===== src/rtl/avalon_stream_capture_if.sv =====
`default_nettype none
// ============================================================================
//  Module   : avalon_stream_capture_if
//  Purpose  : Avalon-ST sink plus Avalon-MM CSR signal bundle for the
//             stream capture block. master = host/source side,
//             slave = capture block side.
//  Revision : 1.0  initial release
// ============================================================================
interface avalon_stream_capture_if #(
    parameter int AV_ADDRESS_W = 2,
    parameter int AV_DATA_W    = 32,
    parameter int ST_DATA_W    = 8
);
    logic                     asi_valid;
    logic [ST_DATA_W-1:0]     asi_data;
    logic                     asi_ready;
    logic                     avs_write;
    logic                     avs_read;
    logic                     avs_waitrequest;
    logic [AV_ADDRESS_W-1:0]  avs_address;
    logic [AV_DATA_W/8-1:0]   avs_byteenable;
    logic [AV_DATA_W-1:0]     avs_writedata;
    logic [AV_DATA_W-1:0]     avs_readdata;

    modport master (
        output asi_valid, asi_data,
        output avs_write, avs_read, avs_address, avs_byteenable, avs_writedata,
        input  asi_ready, avs_waitrequest, avs_readdata
    );

    modport slave (
        input  asi_valid, asi_data,
        input  avs_write, avs_read, avs_address, avs_byteenable, avs_writedata,
        output asi_ready, avs_waitrequest, avs_readdata
    );
endinterface
`default_nettype wire


===== src/rtl/avalon_stream_capture.sv =====
`default_nettype none
// ============================================================================
//  Module   : avalon_stream_capture
//  Purpose  : Avalon-ST byte sink buffering symbols in a FIFO; an Avalon-MM
//             CSR slave lets the host pop bytes, watch level/stall status,
//             enable/flush the sink and read an accepted-byte counter.
//  Revision : 1.0  initial release
// ============================================================================
module avalon_stream_capture #(
    parameter int FIFO_DEPTH   = 16,
    parameter int AV_ADDRESS_W = 2,
    parameter int AV_DATA_W    = 32,
    parameter int ST_DATA_W    = 8
) (
    input  wire logic               clk,
    input  wire logic               reset,
    avalon_stream_capture_if.slave  bus
);
    localparam int c_PTR_W = $clog2(FIFO_DEPTH);
    localparam int c_LVL_W = c_PTR_W + 1;

    localparam logic [AV_ADDRESS_W-1:0] c_ADDR_DATA  = AV_ADDRESS_W'(0);
    localparam logic [AV_ADDRESS_W-1:0] c_ADDR_STAT  = AV_ADDRESS_W'(1);
    localparam logic [AV_ADDRESS_W-1:0] c_ADDR_CTRL  = AV_ADDRESS_W'(2);
    localparam logic [AV_ADDRESS_W-1:0] c_ADDR_COUNT = AV_ADDRESS_W'(3);

    typedef enum logic [0:0] {
        S_IDLE = 1'b0,
        S_RESP = 1'b1
    } state_t;

    state_t                 r_state;
    state_t                 w_state_nxt;
    logic                   w_waitrequest;

    logic [ST_DATA_W-1:0]   r_mem [FIFO_DEPTH];
    logic [c_PTR_W-1:0]     r_wr_ptr;
    logic [c_PTR_W-1:0]     r_rd_ptr;
    logic [c_LVL_W-1:0]     r_level;
    logic                   r_enable;
    logic                   r_stall;
    logic [31:0]            r_count;
    logic [AV_DATA_W-1:0]   r_readdata;
    logic [AV_DATA_W-1:0]   w_rdata;

    logic w_full;
    logic w_empty;
    logic w_flush_wr;
    logic w_ready;
    logic w_push;
    logic w_pop;
    logic w_rd_accept;
    logic w_stall_set;
    logic w_stall_clr;
    logic w_count_clr;

    assign w_full      = (r_level == c_LVL_W'(FIFO_DEPTH));
    assign w_empty     = (r_level == '0);
    // Flush is decoded combinationally so a byte offered in the flush cycle is refused
    assign w_flush_wr  = bus.avs_write & (bus.avs_address == c_ADDR_CTRL)
                       & bus.avs_byteenable[0] & bus.avs_writedata[1];
    assign w_ready     = r_enable & ~w_full & ~w_flush_wr;
    assign w_push      = bus.asi_valid & w_ready;
    // A read is only acted upon in the IDLE cycle, giving one pop per transaction
    assign w_rd_accept = w_waitrequest;
    assign w_pop       = w_rd_accept & (bus.avs_address == c_ADDR_DATA) & ~w_empty & ~w_flush_wr;
    assign w_stall_set = bus.asi_valid & r_enable & w_full;
    assign w_stall_clr = bus.avs_write & (bus.avs_address == c_ADDR_STAT) & bus.avs_writedata[16];
    assign w_count_clr = bus.avs_write & (bus.avs_address == c_ADDR_COUNT) & (|bus.avs_byteenable);

    assign bus.asi_ready       = w_ready;
    assign bus.avs_waitrequest = w_waitrequest;
    assign bus.avs_readdata    = r_readdata;

    // Read FSM state register
    always_ff @(posedge clk or posedge reset) begin
        if (reset) r_state <= S_IDLE;
        else       r_state <= w_state_nxt;
    end

    // Read FSM next state and waitrequest
    always_comb begin
        w_state_nxt   = r_state;
        w_waitrequest = 1'b0;
        case (r_state)
            S_IDLE: begin
                if (bus.avs_read) begin
                    w_waitrequest = 1'b1;
                    w_state_nxt   = S_RESP;
                end
            end
            S_RESP:  w_state_nxt = S_IDLE;
            default: w_state_nxt = S_IDLE;
        endcase
    end

    // FIFO storage; no reset needed since level gates visibility
    always_ff @(posedge clk) begin
        if (w_push) r_mem[r_wr_ptr] <= bus.asi_data;
    end

    // FIFO pointers and level; flush empties the buffer
    always_ff @(posedge clk or posedge reset) begin
        if (reset) begin
            r_wr_ptr <= '0;
            r_rd_ptr <= '0;
            r_level  <= '0;
        end else if (w_flush_wr) begin
            r_wr_ptr <= '0;
            r_rd_ptr <= '0;
            r_level  <= '0;
        end else begin
            if (w_push) r_wr_ptr <= r_wr_ptr + c_PTR_W'(1);
            if (w_pop)  r_rd_ptr <= r_rd_ptr + c_PTR_W'(1);
            if (w_push & ~w_pop)      r_level <= r_level + c_LVL_W'(1);
            else if (~w_push & w_pop) r_level <= r_level - c_LVL_W'(1);
        end
    end

    // Control, sticky stall and accepted-byte counter
    always_ff @(posedge clk or posedge reset) begin
        if (reset) begin
            r_enable <= 1'b0;
            r_stall  <= 1'b0;
            r_count  <= '0;
        end else begin
            if (bus.avs_write && bus.avs_address == c_ADDR_CTRL && bus.avs_byteenable[0])
                r_enable <= bus.avs_writedata[0];
            if (w_stall_set)      r_stall <= 1'b1;
            else if (w_stall_clr) r_stall <= 1'b0;
            if (w_count_clr)      r_count <= '0;
            else if (w_push)      r_count <= r_count + 32'd1;
        end
    end

    // CSR read multiplexer
    always_comb begin
        w_rdata = '0;
        case (bus.avs_address)
            c_ADDR_DATA: begin
                if (!w_empty) begin
                    w_rdata[AV_DATA_W-1]   = 1'b1;
                    w_rdata[ST_DATA_W-1:0] = r_mem[r_rd_ptr];
                end
            end
            c_ADDR_STAT: begin
                w_rdata[31]        = w_full;
                w_rdata[30]        = w_empty;
                w_rdata[16]        = r_stall;
                w_rdata[c_PTR_W:0] = r_level;
            end
            c_ADDR_CTRL:  w_rdata[0]    = r_enable;
            default:      w_rdata[31:0] = r_count;
        endcase
    end

    // Registered read data, captured when a read is accepted and held in RESP
    always_ff @(posedge clk or posedge reset) begin
        if (reset)            r_readdata <= '0;
        else if (w_rd_accept) r_readdata <= w_rdata;
    end
endmodule
`default_nettype wire

===== src/flat_wrapper.sv =====
// flat-port wrapper written by rule: the top's interface ports become plain ports
module avalon_stream_capture_flat 
#(
    parameter int FIFO_DEPTH   = 16,
    parameter int AV_ADDRESS_W = 2,
    parameter int AV_DATA_W    = 32,
    parameter int ST_DATA_W    = 8
)
  (clk, reset, bus_asi_valid, bus_asi_data, bus_avs_write, bus_avs_read, bus_avs_address, bus_avs_byteenable, bus_avs_writedata, bus_asi_ready, bus_avs_waitrequest, bus_avs_readdata);
  avalon_stream_capture_if #(.AV_ADDRESS_W(AV_ADDRESS_W), .AV_DATA_W(AV_DATA_W), .ST_DATA_W(ST_DATA_W)) bus_i ();
  input  wire logic clk;
  input  wire logic reset;
  input wire logic [$bits(bus_i.asi_valid)-1:0] bus_asi_valid;
  input wire logic [$bits(bus_i.asi_data)-1:0] bus_asi_data;
  input wire logic [$bits(bus_i.avs_write)-1:0] bus_avs_write;
  input wire logic [$bits(bus_i.avs_read)-1:0] bus_avs_read;
  input wire logic [$bits(bus_i.avs_address)-1:0] bus_avs_address;
  input wire logic [$bits(bus_i.avs_byteenable)-1:0] bus_avs_byteenable;
  input wire logic [$bits(bus_i.avs_writedata)-1:0] bus_avs_writedata;
  output wire logic [$bits(bus_i.asi_ready)-1:0] bus_asi_ready;
  output wire logic [$bits(bus_i.avs_waitrequest)-1:0] bus_avs_waitrequest;
  output wire logic [$bits(bus_i.avs_readdata)-1:0] bus_avs_readdata;
  assign bus_i.asi_valid = bus_asi_valid;
  assign bus_i.asi_data = bus_asi_data;
  assign bus_i.avs_write = bus_avs_write;
  assign bus_i.avs_read = bus_avs_read;
  assign bus_i.avs_address = bus_avs_address;
  assign bus_i.avs_byteenable = bus_avs_byteenable;
  assign bus_i.avs_writedata = bus_avs_writedata;
  assign bus_asi_ready = bus_i.asi_ready;
  assign bus_avs_waitrequest = bus_i.avs_waitrequest;
  assign bus_avs_readdata = bus_i.avs_readdata;
  avalon_stream_capture #(.FIFO_DEPTH(FIFO_DEPTH), .AV_ADDRESS_W(AV_ADDRESS_W), .AV_DATA_W(AV_DATA_W), .ST_DATA_W(ST_DATA_W)) u_core (.clk(clk), .reset(reset), .bus(bus_i));
endmodule

===== config.mk =====
export PLATFORM = sky130hd
export DESIGN_NAME = avalon_stream_capture_flat
export DESIGN_NICKNAME = d
export VERILOG_FILES = /design/src/rtl/avalon_stream_capture_if.sv /design/src/rtl/avalon_stream_capture.sv /design/src/flat_wrapper.sv
export SDC_FILE = /design/constraint.sdc
export NUM_CORES = 1
export LEC_CHECK = 0
export ABC_AREA = 0
export BUFFER_PORTS_ARGS = -buffer_cell sky130_fd_sc_hd__buf_2
export CAP_MARGIN = 10
export CORE_AREA = 2 2 127 129
export CTS_BUF_LIST = sky130_fd_sc_hd__clkbuf_16
export DETAILED_ROUTE_END_ITERATION = 10
export DIE_AREA = 0 0 129 131
export PLACE_DENSITY = 0.75
export SYNTH_ARGS = -nofsm -noshare
export SYNTH_HDL_FRONTEND = slang
export SYNTH_SLANG_ARGS = --single-unit

===== constraint.sdc =====
create_clock -name clk -period 4 [get_ports clk]
set_input_delay 0.8 -clock clk [delete_from_list [all_inputs] [get_ports clk]]
set_output_delay 0.8 -clock clk [all_outputs]
set_load 0.02 [all_outputs]

==> impl_metrics.tcl, run 1 <==
set metrics [dict create \
    yosysSeqAreaShare_pct 65.39 \
    arrival_ps 3590 \
    grt_overflow_total 0 \
    period_share_pct 79.21 \
    synth-compound-area-share_pct 7.670 \
    max_freq_ghz 0.3156 \
    cts_buffers 22 \
    timing.slew.headroom_pct 31.35 \
    drt_iter0_markers 385 \
    post_cts.repair.setup_buffers 0 \
    grt_pass1_vias 5442 \
    synth.distinct_cells 54 \
    syn_area_mm2 0.008940 \
    dp_cells 869 \
    ys.flop_type "edfxtp_1" \
    core-area_mm2 0.01560 \
    synth_top_family_by_area "simple AND/OR/NAND/NOR gates" \
    port_buffers 55 \
    grt_max_degree 62 \
    clock_latency_ps 510 \
    powerDensity_mw_per_mm2 555.9 \
    p_leak_uw 0.003960 \
    wl_per_cell_um 19.65 \
    hold_viol_final 0 \
    dp_hpwl_um 11700 \
    stdcell_count 906 \
    cap_violations 0 \
    antenna_found_initial 0 \
    drt-total-wl_um 17810 \
    tns_ps 0 \
    worst_pin_slew_ps 1030 \
    fin_util_pct 64.69 \
    grt_use_total_pct 22.01 \
    synth_nets 678 \
    peakVddDrop_v 0.0004352 \
    synthAdderAreaFrac_pct 1.763 \
    synth_edf_count 128 \
    switchingPower_uw 1635 \
    viasPerCell 5.915 \
    worst_ep_required_time_ps 4420 \
    p_total_uw 5609 \
    power_frac_seq_pct 48.4 \
    swShare_pct 29.15 \
    die_x_um 129 \
    die_y_um 131 \
    firstDrtPassIters 5 \
    finalWeightedCongestion 0.8333 \
    clock-sinks 208 \
    synthMuxAreaShare_pct 9.545 \
    post_cts_resized 0 \
    drc 0 \
    pwr-share-comb_pct 19.6 \
    synth-simple-area-share_pct 10.26 \
    path_max_fanout 7 \
    n_antenna_cell 0 \
    synthArstFlopShare_pct 38.46 \
    ctsHoldBuffers 0 \
    cts.clk_slew.worst_paths_ps 60 \
    grt_pass1_wl_um 28920 \
    htree_levels 1 \
    num_io_pins 85 \
    syn_inst 615 \
    end_kind "flip-flop" \
    die_area_mm2 0.01690 \
    vias 5359 \
    finalSetupViolCount 0 \
    slew_viol_final 0 \
    drive_gt1_share_pct 21.45 \
    clock_path_buffers 3 \
    intPower_uw 3974 \
    syn_avg_cell_area_um2 14.54 \
    synth-xor-area-share_pct 2.939 \
    cts_root_buffer "clkbuf_16" \
    nets 740 \
    initial_utilization_pct 57.32 \
    skew_ps 12.23 \
    yosysWarningCount 0 \
    rsz0062_at_grt "no" \
    ys_seq_elements 208 \
    period_needed_ps 3168 \
    rows 46 \
    hp-class "reg -> reg" \
    p_clk_share_pct 32.1 \
    areaGrowthSynthToFinish_pct 12.86 \
    startpoint_type "flip-flop" \
    critical_path_class "reg -> reg" \
    ant_nets 0 \
    status "complete, no violations" \
    cts_tree "built" \
]
==> placed cells by master, fill, tap and decap left out, drive strengths merged, types with 16 or more instances in the layout <==
master and n:
clkbuf 22, o21ai 16, a21oi 19, nand3 16, dfrtp 80, mux2i 20
inv 19, edfxtp 128, buf 70, a22o 21, mux4 23, nand2 23
xor2 22, nor2 50, nand4 22
==> critical path, stage by stage (launching register included) <==
cell and delay (ps):
dfrtp_1 460, nor4_4 530, a2111oi_2 140, buf_4 180, inv_1 100, ha_1 190
inv_1 120, fa_1 410, a21o_1 190, a21oi_1 180, xnor2_1 90, or3_1 310
a21oi_1 160
==> area by class of cell <==
type / count / area, um^2
flip-flops and latches: 208 / 5847
fillers: 1138 / 5508
multi-input cells: 359 / 2879
clock buffers: 22 / 550.5
repair buffers: 70 / 387.9
well taps: 216 / 270.3
clock inverters: 15 / 93.84
inverters: 16 / 61.31
==> layer usage <==
metal	up-vias	track usage [%]	share of wire (%)
met1	2691	29.34	41
met3	26	3.420	6.0
met4	0	6.138	2.3
met2	198	38.16	50
met5	-	0	0
li1	2444	-	-
==> per-stage QoR <==
stage / setup WS [ps] / cell area (um^2) / hold WS (ps)
floorplan: 564.9 / 8940 / 447.6
global placement: 503.0 / 9445 / 463.8
detailed placement: 427.4 / 9445 / 482.7
CTS: 798.2 / 10090 / 496.2
global route: 548.3 / 10090 / 516.0
finish: 831.7 / 10090 / 495.5
==> state kept, by name (all words and copies together), names as in the netlist <==
| signal | flops |
|---|---|
| u_core.bus.avs_readdata | 32 |
| u_core.r_count | 32 |
| u_core.r_enable | 1 |
| u_core.r_level | 5 |
| u_core.r_mem | 128 |
| u_core.r_rd_ptr | 4 |
| u_core.r_stall | 1 |
| u_core.r_state | 1 |
| u_core.r_wr_ptr | 4 |
==> power groups by stage <==
stage	clock, uW	combinational, uW	sequential (uW)
2_1_floorplan	0	884	2640
3_3_place_gp	0	1050	2740
3_5_place_dp	0	1090	2750
4_1_cts	1830	1110	2710
5_1_grt	1920	1210	2750
6_report	1800	1100	2710
==> cells by family after synthesis <==
family,Yosys count
AOI/OAI and AO/OA,94
xor gates and xnor gates,30
adders and majority gates,12
buffers and inverters,48
DFF,208
muxes,55
and+or+nand+nor,168
==> cell usage after synthesis, drive strengths merged, types with 11 or more instances <==
cell type  instances  share of area [%]
nor2              50                2.1
a22o              21                2.1
mux2              12                1.5
inv               15               0.63
o21ai             16               0.90
and2              13               0.91
ha                11                1.5
a21oi             19                1.2
nand2             23               0.97
edfxtp           128                 43
o22ai             12               0.84
nand3             16               0.90
mux2i             20                2.2
nand4             22                1.9
mux4              23                5.8
clkbuf            15               0.63
dfrtp             80                 22
buf               17                1.1
xor2              22                2.2
==> worst paths after layout <==
path                       slack, ps                           to  depth (start not counted)         startpoint
setup / recovery                 830            u_core.r_level[4]                         12  u_core.r_level[1]
hold / removal                   500               u_core.r_stall                          2     u_core.r_stall
setup reg to reg                 830            u_core.r_level[4]                         12  u_core.r_level[1]
hold reg to reg                  500               u_core.r_stall                          2     u_core.r_stall
max in group asynchronous       2620           u_core.r_rd_ptr[1]                          3              reset
min in group asynchronous        510  u_core.bus.avs_readdata[12]                          2              reset
Note: power is estimated with default switching activity, not from simulation.
==> run 2, diff against run 1 <==
ABC_AREA = 1   (was 0)
CORE_AREA = 2 2 131 133   (was 2 2 127 129)
DIE_AREA = 0 0 133 135   (was 0 0 129 131)
PLACE_DENSITY = 0.76   (was 0.75)
clock period = 3.1 ns   (was 4 ns; I/O delays follow)
==> run 2 against run 1 <==
First-iteration DRC count is 120% higher. Clock power is 33% higher. Setup slack worse by 180 ps. Cell count is 50% higher. Maximum frequency is 29% higher. Global-route usage is 3.8 points higher. Via count is 41% higher. Utilization is 1.9 points higher. Die area is 6.2% higher. Critical path type unchanged.
==> impl_metrics.tcl, run 2 <==
set metrics [dict create \
    status "complete, no violations" \
    grt_pass1_vias 7036 \
    p_total_uw 8046 \
    synth-compound-area-share_pct 6.349 \
    grt_max_degree 72 \
    final_cell_mix "nand2_1 (337), nor2_1 (128), edfxtp_1 (128)" \
    synthAdderAreaFrac_pct 1.626 \
    arrival_ps 2830 \
    vias 7535 \
    r2r_setup_slack_ps 650 \
    timing.slew.headroom_pct 51.03 \
    yosys.area.top_type_share_pct 39.64 \
    path_max_fanout 8 \
    cp-endpoint "u_core.r_level[4]" \
    n_antenna_cell 0 \
    path_cells "nor2_1 > nand4_1 > nand2_1 > inv_1 > nand2_1 > ha_1 > inv_1 > fa_1 > nand3_1 > nand2_1 > xnor2_1 > o22ai_1" \
    ys.flop_type "edfxtp_1" \
    initial_utilization_pct 59.09 \
    cap_violations 0 \
    wl_per_cell_um 16.80 \
    powerDensity_mw_per_mm2 736.8 \
    syn_area_mm2 0.009696 \
    max_freq_ghz 0.4086 \
    cp_top_family "simple AND/OR/NAND/NOR gates" \
    slew_viol_final 0 \
    htree_levels 1 \
    post_cts_resized 0 \
    fin_util_pct 66.56 \
    post_cts.repair.setup_buffers 0 \
    clock-sinks 208 \
    grt_use_total_pct 25.76 \
    ant_nets 0 \
    grt_overflow_total 0 \
    swShare_pct 34.86 \
    yosysSeqAreaShare_pct 60.29 \
    worst_ep_required_time_ps 3480 \
    switchingPower_uw 2805 \
    power_frac_seq_pct 42.4 \
    cts.clk_slew.worst_paths_ps 60 \
    yosysWarningCount 0 \
    p_leak_uw 0.004625 \
    final_common_cell "nand2_1" \
    synth_area_leaders "edfxtp_1 (40%), dfrtp_1 (21%), nand2_1 (13%), nor2_1 (5.0%), nand3_1 (4.4%)" \
    clock_path_buffers 3 \
    rsz0062_at_grt "no" \
    drt-total-wl_um 22900 \
    cts_root_buffer "clkbuf_16" \
    drc 0 \
    synth.distinct_cells 40 \
    skew_ps 17.29 \
    intPower_uw 5242 \
    cp.depth 12 \
    worst_pin_slew_ps 734.6 \
    reg2reg_to "u_core.r_level[4]" \
    areaGrowthSynthToFinish_pct 12.63 \
    dp_hpwl_um 15300 \
    die_area_mm2 0.01796 \
    end_kind "flip-flop" \
    synthArstFlopShare_pct 38.46 \
    largest_register_ffs 128 \
    reg2reg_from "u_core.r_level[0]" \
    grt_pass1_wl_um 36500 \
    antenna_found_initial 0 \
    crit_path_start "u_core.r_level[0]" \
    crit_path_frequent_cell "nand2_1" \
    fin_ws_ps 652.8 \
    firstDrtPassIters 5 \
    startpoint_type "flip-flop" \
    synth_top_family_by_area "simple AND/OR/NAND/NOR gates" \
    die_y_um 135 \
    num_io_pins 85 \
    worst_r2r_path_depth 12 \
    ys_seq_elements 208 \
    synth-simple-area-share_pct 25.75 \
    clock_latency_ps 510 \
    finalSetupViolCount 0 \
    yosys.area.top_type "edfxtp_1" \
    synthMuxAreaShare_pct 0.1161 \
    synth_top_cells_by_count "nand2_1 (337), edfxtp_1 (128), nor2_1 (128), nand3_1 (85), dfrtp_1 (80)" \
    drt_iter0_markers 850 \
    period_needed_ps 2447 \
    viasPerCell 5.528 \
    yosysMostFrequentCell "nand2_1" \
    port_buffers 55 \
    core-area_mm2 0.01641 \
    hp-class "in -> async" \
    largest_register "u_core.r_mem" \
    cts_tree "built" \
    p_clk_share_pct 29.8 \
    dp_slack_ps 476.4 \
    tns_ps 0 \
    synth_nets 1121 \
    nets 1191 \
    syn_inst 1058 \
    synth-xor-area-share_pct 0.6323 \
    period_share_pct 78.94 \
    crit_buf_inv 2 \
    cts_buffers 22 \
    peakVddDrop_v 0.0004796 \
    ctsHoldBuffers 0 \
    rows 47 \
    die_x_um 133 \
    slowest_stage "dfrtp_1" \
    synth_edf_count 128 \
    critical_path_class "reg -> reg" \
    pwr-share-comb_pct 27.9 \
    syn_avg_cell_area_um2 9.164 \
    drive_gt1_share_pct 11.99 \
    critPathMaxStageDelay_ps 470 \
    finalWeightedCongestion 0.9473 \
    hold_viol_final 0 \
]
run 2: cell count changes in the layout (fill, tap and decap cells not counted), moves of 23 or more:
cell	before	now
nand2_1	23	337
mux4_2	23	0
inv_1	19	77
nand3_1	16	85
nor2_1	49	128
o21ai_0	15	70
run 2: kinds of logic (layout without fill, tap and decap cells):
group / count (synthesis) / after routing
compound gates: 113 / 113
xor+xnor: 7 / 7
fa+ha+maj: 12 / 12
buf+inv: 118 / 203
flops: 208 / 208
mux: 1 / 1
simple gates: 599 / 599
run 2: per-layer routing:
layer	vias to the layer above	track usage [%]	share of wire [%]
li1	3648	-	-
met1	3553	38.49	44
met2	294	40.16	46
met3	40	3.829	7.9
met4	0	6.511	1.9
met5	-	0	0
run 2: final cells by class:
class / instances / area (um^2)
clock buffers: 22 / 550.5
clock inverters: 17 / 105.1
fillers: 1254 / 5487
inverters: 82 / 310.3
multi-input cells: 732 / 3342
flip-flops and latches: 208 / 5847
well taps: 220 / 275.3
repair buffers: 82 / 490.5
run 2: metrics by stage:
step	std cells	hold WS (ps)	instance area, um^2
floorplan	1058	471.2	9696
global placement	1324	459.8	10260
detailed placement	1324	463.9	10260
CTS	1363	188.0	10920
global route	1363	228.1	10920
finish	1363	174.9	10920
run 2: worst min path at each step:
stage,from,endpoint,slack (ps),depth (start not counted)
floorplan,u_core.r_stall,u_core.r_stall,470,2
global placement,u_core.bus.avs_readdata[0],u_core.bus.avs_readdata[0],460,2
detailed placement,u_core.bus.avs_readdata[0],u_core.bus.avs_readdata[0],460,2
CTS,reset,u_core.bus.avs_readdata[0],190,2
global route,reset,u_core.bus.avs_readdata[9],230,2
finish,reset,u_core.bus.avs_readdata[16],170,2
run 2: power groups by stage:
| stage | logic, uW | registers, uW | clock network (uW) |
|---|---|---|---|
| 4_1_cts | 2240 | 3400 | 2420 |
| 3_3_place_gp | 2180 | 3450 | 0 |
| 2_1_floorplan | 1590 | 3440 | 0 |
| 6_report | 2240 | 3410 | 2390 |
| 3_5_place_dp | 2230 | 3450 | 0 |
| 5_1_grt | 2510 | 3440 | 2530 |
==> run 3, diff against run 2 <==
clock period = 2.51 ns   (was 3.1 ns; I/O delays follow)
==> run 3 against run 2 <==
Wire length down 0.91%. Non-clock buffer count up 6. Power up 25%. Largest cell class unchanged. Clock skew down 7.1 ps. Highest routed layer unchanged. Largest power group unchanged. Setup slack worse by 400 ps. Global-route usage down 0.061 points.
==> impl_metrics.tcl, run 3 (synthesized netlist as in run 2, its figures left out) <==
set metrics [dict create \
    finalSetupViolCount 0 \
    worst_r2r_path_depth 12 \
    finalWeightedCongestion 0.9168 \
    path_max_fanout 5 \
    reg2reg_from "u_core.r_level[1]" \
    drive_gt1_share_pct 12.80 \
    fillers 1280 \
    areaGrowthSynthToFinish_pct 13.49 \
    cts_buffers 22 \
    pwr-share-comb_pct 28.6 \
    vias 7511 \
    grt_overflow_total 0 \
    dpl-instance-area_mm2 0.01033 \
    grt_max_degree 81 \
    hp-class "in -> async" \
    largest_register "u_core.r_mem" \
    drt_iter0_markers 828 \
    p_leak_uw 0.004659 \
    n_antenna_cell 0 \
    port_buffers 55 \
    cts_root_buffer "clkbuf_16" \
    die_x_um 133 \
    rows 47 \
    dp_cells 1329 \
    grt_use_total_pct 25.70 \
    startpoint_type "flip-flop" \
    cts_tree "built" \
    p_total_uw 10060 \
    period_share_pct 90.08 \
    status "complete, no violations" \
    grt_pass1_vias 6981 \
    initial_utilization_pct 59.09 \
    rsz0062_at_grt "no" \
    intPower_uw 6552 \
    final_area_mm2 0.01100 \
    largest_register_ffs 128 \
    post_cts_resized 0 \
    die_y_um 135 \
    firstDrtPassIters 5 \
    slew_viol_final 0 \
    max_freq_ghz 0.4423 \
    htree_levels 1 \
    tns_ps 0 \
    swShare_pct 34.87 \
    skew_ps 10.16 \
    critical_path_class "reg -> out" \
    nets 1197 \
    final_common_cell "nand2_1" \
    clock_path_buffers 3 \
    worst_pin_slew_ps 655.9 \
    wl_per_cell_um 16.59 \
    drc 0 \
    final_cell_mix "nand2_1 (337), nor2_1 (128), edfxtp_1 (128)" \
    grt_pass1_wl_um 36120 \
    p_clk_share_pct 29.6 \
    ant_nets 0 \
    clock-sinks 208 \
    multi_input_area_mm2 0.003342 \
    r2r_setup_slack_ps 250 \
    num_io_pins 85 \
    drt-total-wl_um 22690 \
    worst_ep_required_time_ps 2010 \
    clock_latency_ps 510 \
    period_needed_ps 2261 \
    dp_hpwl_um 15100 \
    peakVddDrop_v 0.0006783 \
    viasPerCell 5.490 \
    power_frac_seq_pct 41.8 \
    arrival_ps 1760 \
    die_area_mm2 0.01796 \
    powerDensity_mw_per_mm2 914.2 \
    antenna_found_initial 0 \
    core-area_mm2 0.01641 \
    timing.slew.headroom_pct 56.22 \
    stdcell_count 1368 \
    end_kind "primary output" \
    cts.clk_slew.worst_paths_ps 60 \
    hold_viol_final 0 \
    reg2reg_to "u_core.r_level[4]" \
    cap_violations 0 \
    regArea_mm2 0.005847 \
    switchingPower_uw 3508 \
]
[run 3: cell types whose count changed in the layout (fill, tap and decap cells not counted)]
cell,change
clkinv_1,-5
buf_12,+2
clkinv_4,+1
buf_4,+4
clkinvlp_4,+3
[run 3: worst max path at each step]
stage | cells past startpoint | end | start
floorplan | 13 | u_core.r_level[4] | bus_avs_address[1]
CTS | 11 | u_core.r_level[4] | u_core.r_level[1]
finish | 6 | bus_asi_ready | u_core.r_level[1]
detailed placement | 13 | u_core.r_level[4] | bus_avs_address[1]
global placement | 13 | u_core.r_level[4] | bus_avs_address[1]
global route | 11 | u_core.r_level[4] | u_core.r_level[1]
[run 3: timing repair]
item / CTS / global route
setup buffers: 0 / 1
hold buffers: 0 / 0
setup endpoints to repair: 0 / 1
[run 3: worst max-delay path, cell delays in order, from the launching register on]
cell	delay [ps]
dfrtp_1	450
nor2_1	160
nand4_1	170
buf_4	190
nand2_1	50
nor2_1	50
buf_2	170
[run 3: power groups by stage]
stage / combinational [uW] / clock, uW / sequential, uW
global placement: 2780 / 0 / 4260
detailed placement: 2840 / 0 / 4260
floorplan: 1960 / 0 / 4250
finish: 2870 / 2980 / 4210
CTS: 2870 / 3020 / 4200
global route: 3230 / 3150 / 4240
[run 3: cell type report]
class                      instances  share of cell area, %
sequential                       208                  53.14
inverter                          82                  2.843
multi-input combinational        732                  30.37
timing repair buffer              88                  5.094
clock buffer                      22                  5.003
tap                              220                  2.502
clock inverter                    16                  1.046
[run 3: layer usage]
metal | vias to the layer above | wire, um | track usage, %
met3 | 29 | 1747 | 3.791
met5 | - | 0 | 0
li1 | 3668 | - | -
met1 | 3548 | 9958 | 38.02
met2 | 266 | 10600 | 40.56
met4 | 0 | 380 | 6.511
[run 3: per-stage QoR]
| stage | hold slack, ps | util [%] | setup slack, ps |
|---|---|---|---|
| after detailed placement | 459.9 | 62.96 | 115.7 |
| after floorplan | 471.2 | - | 244.4 |
| after global placement | 461.8 | 62.96 | 184.4 |
| after CTS | 122.7 | 67.02 | 243.5 |
| final | 113.2 | 67.06 | 249.0 |
| after global routing | 155.3 | 67.06 | 32.09 |
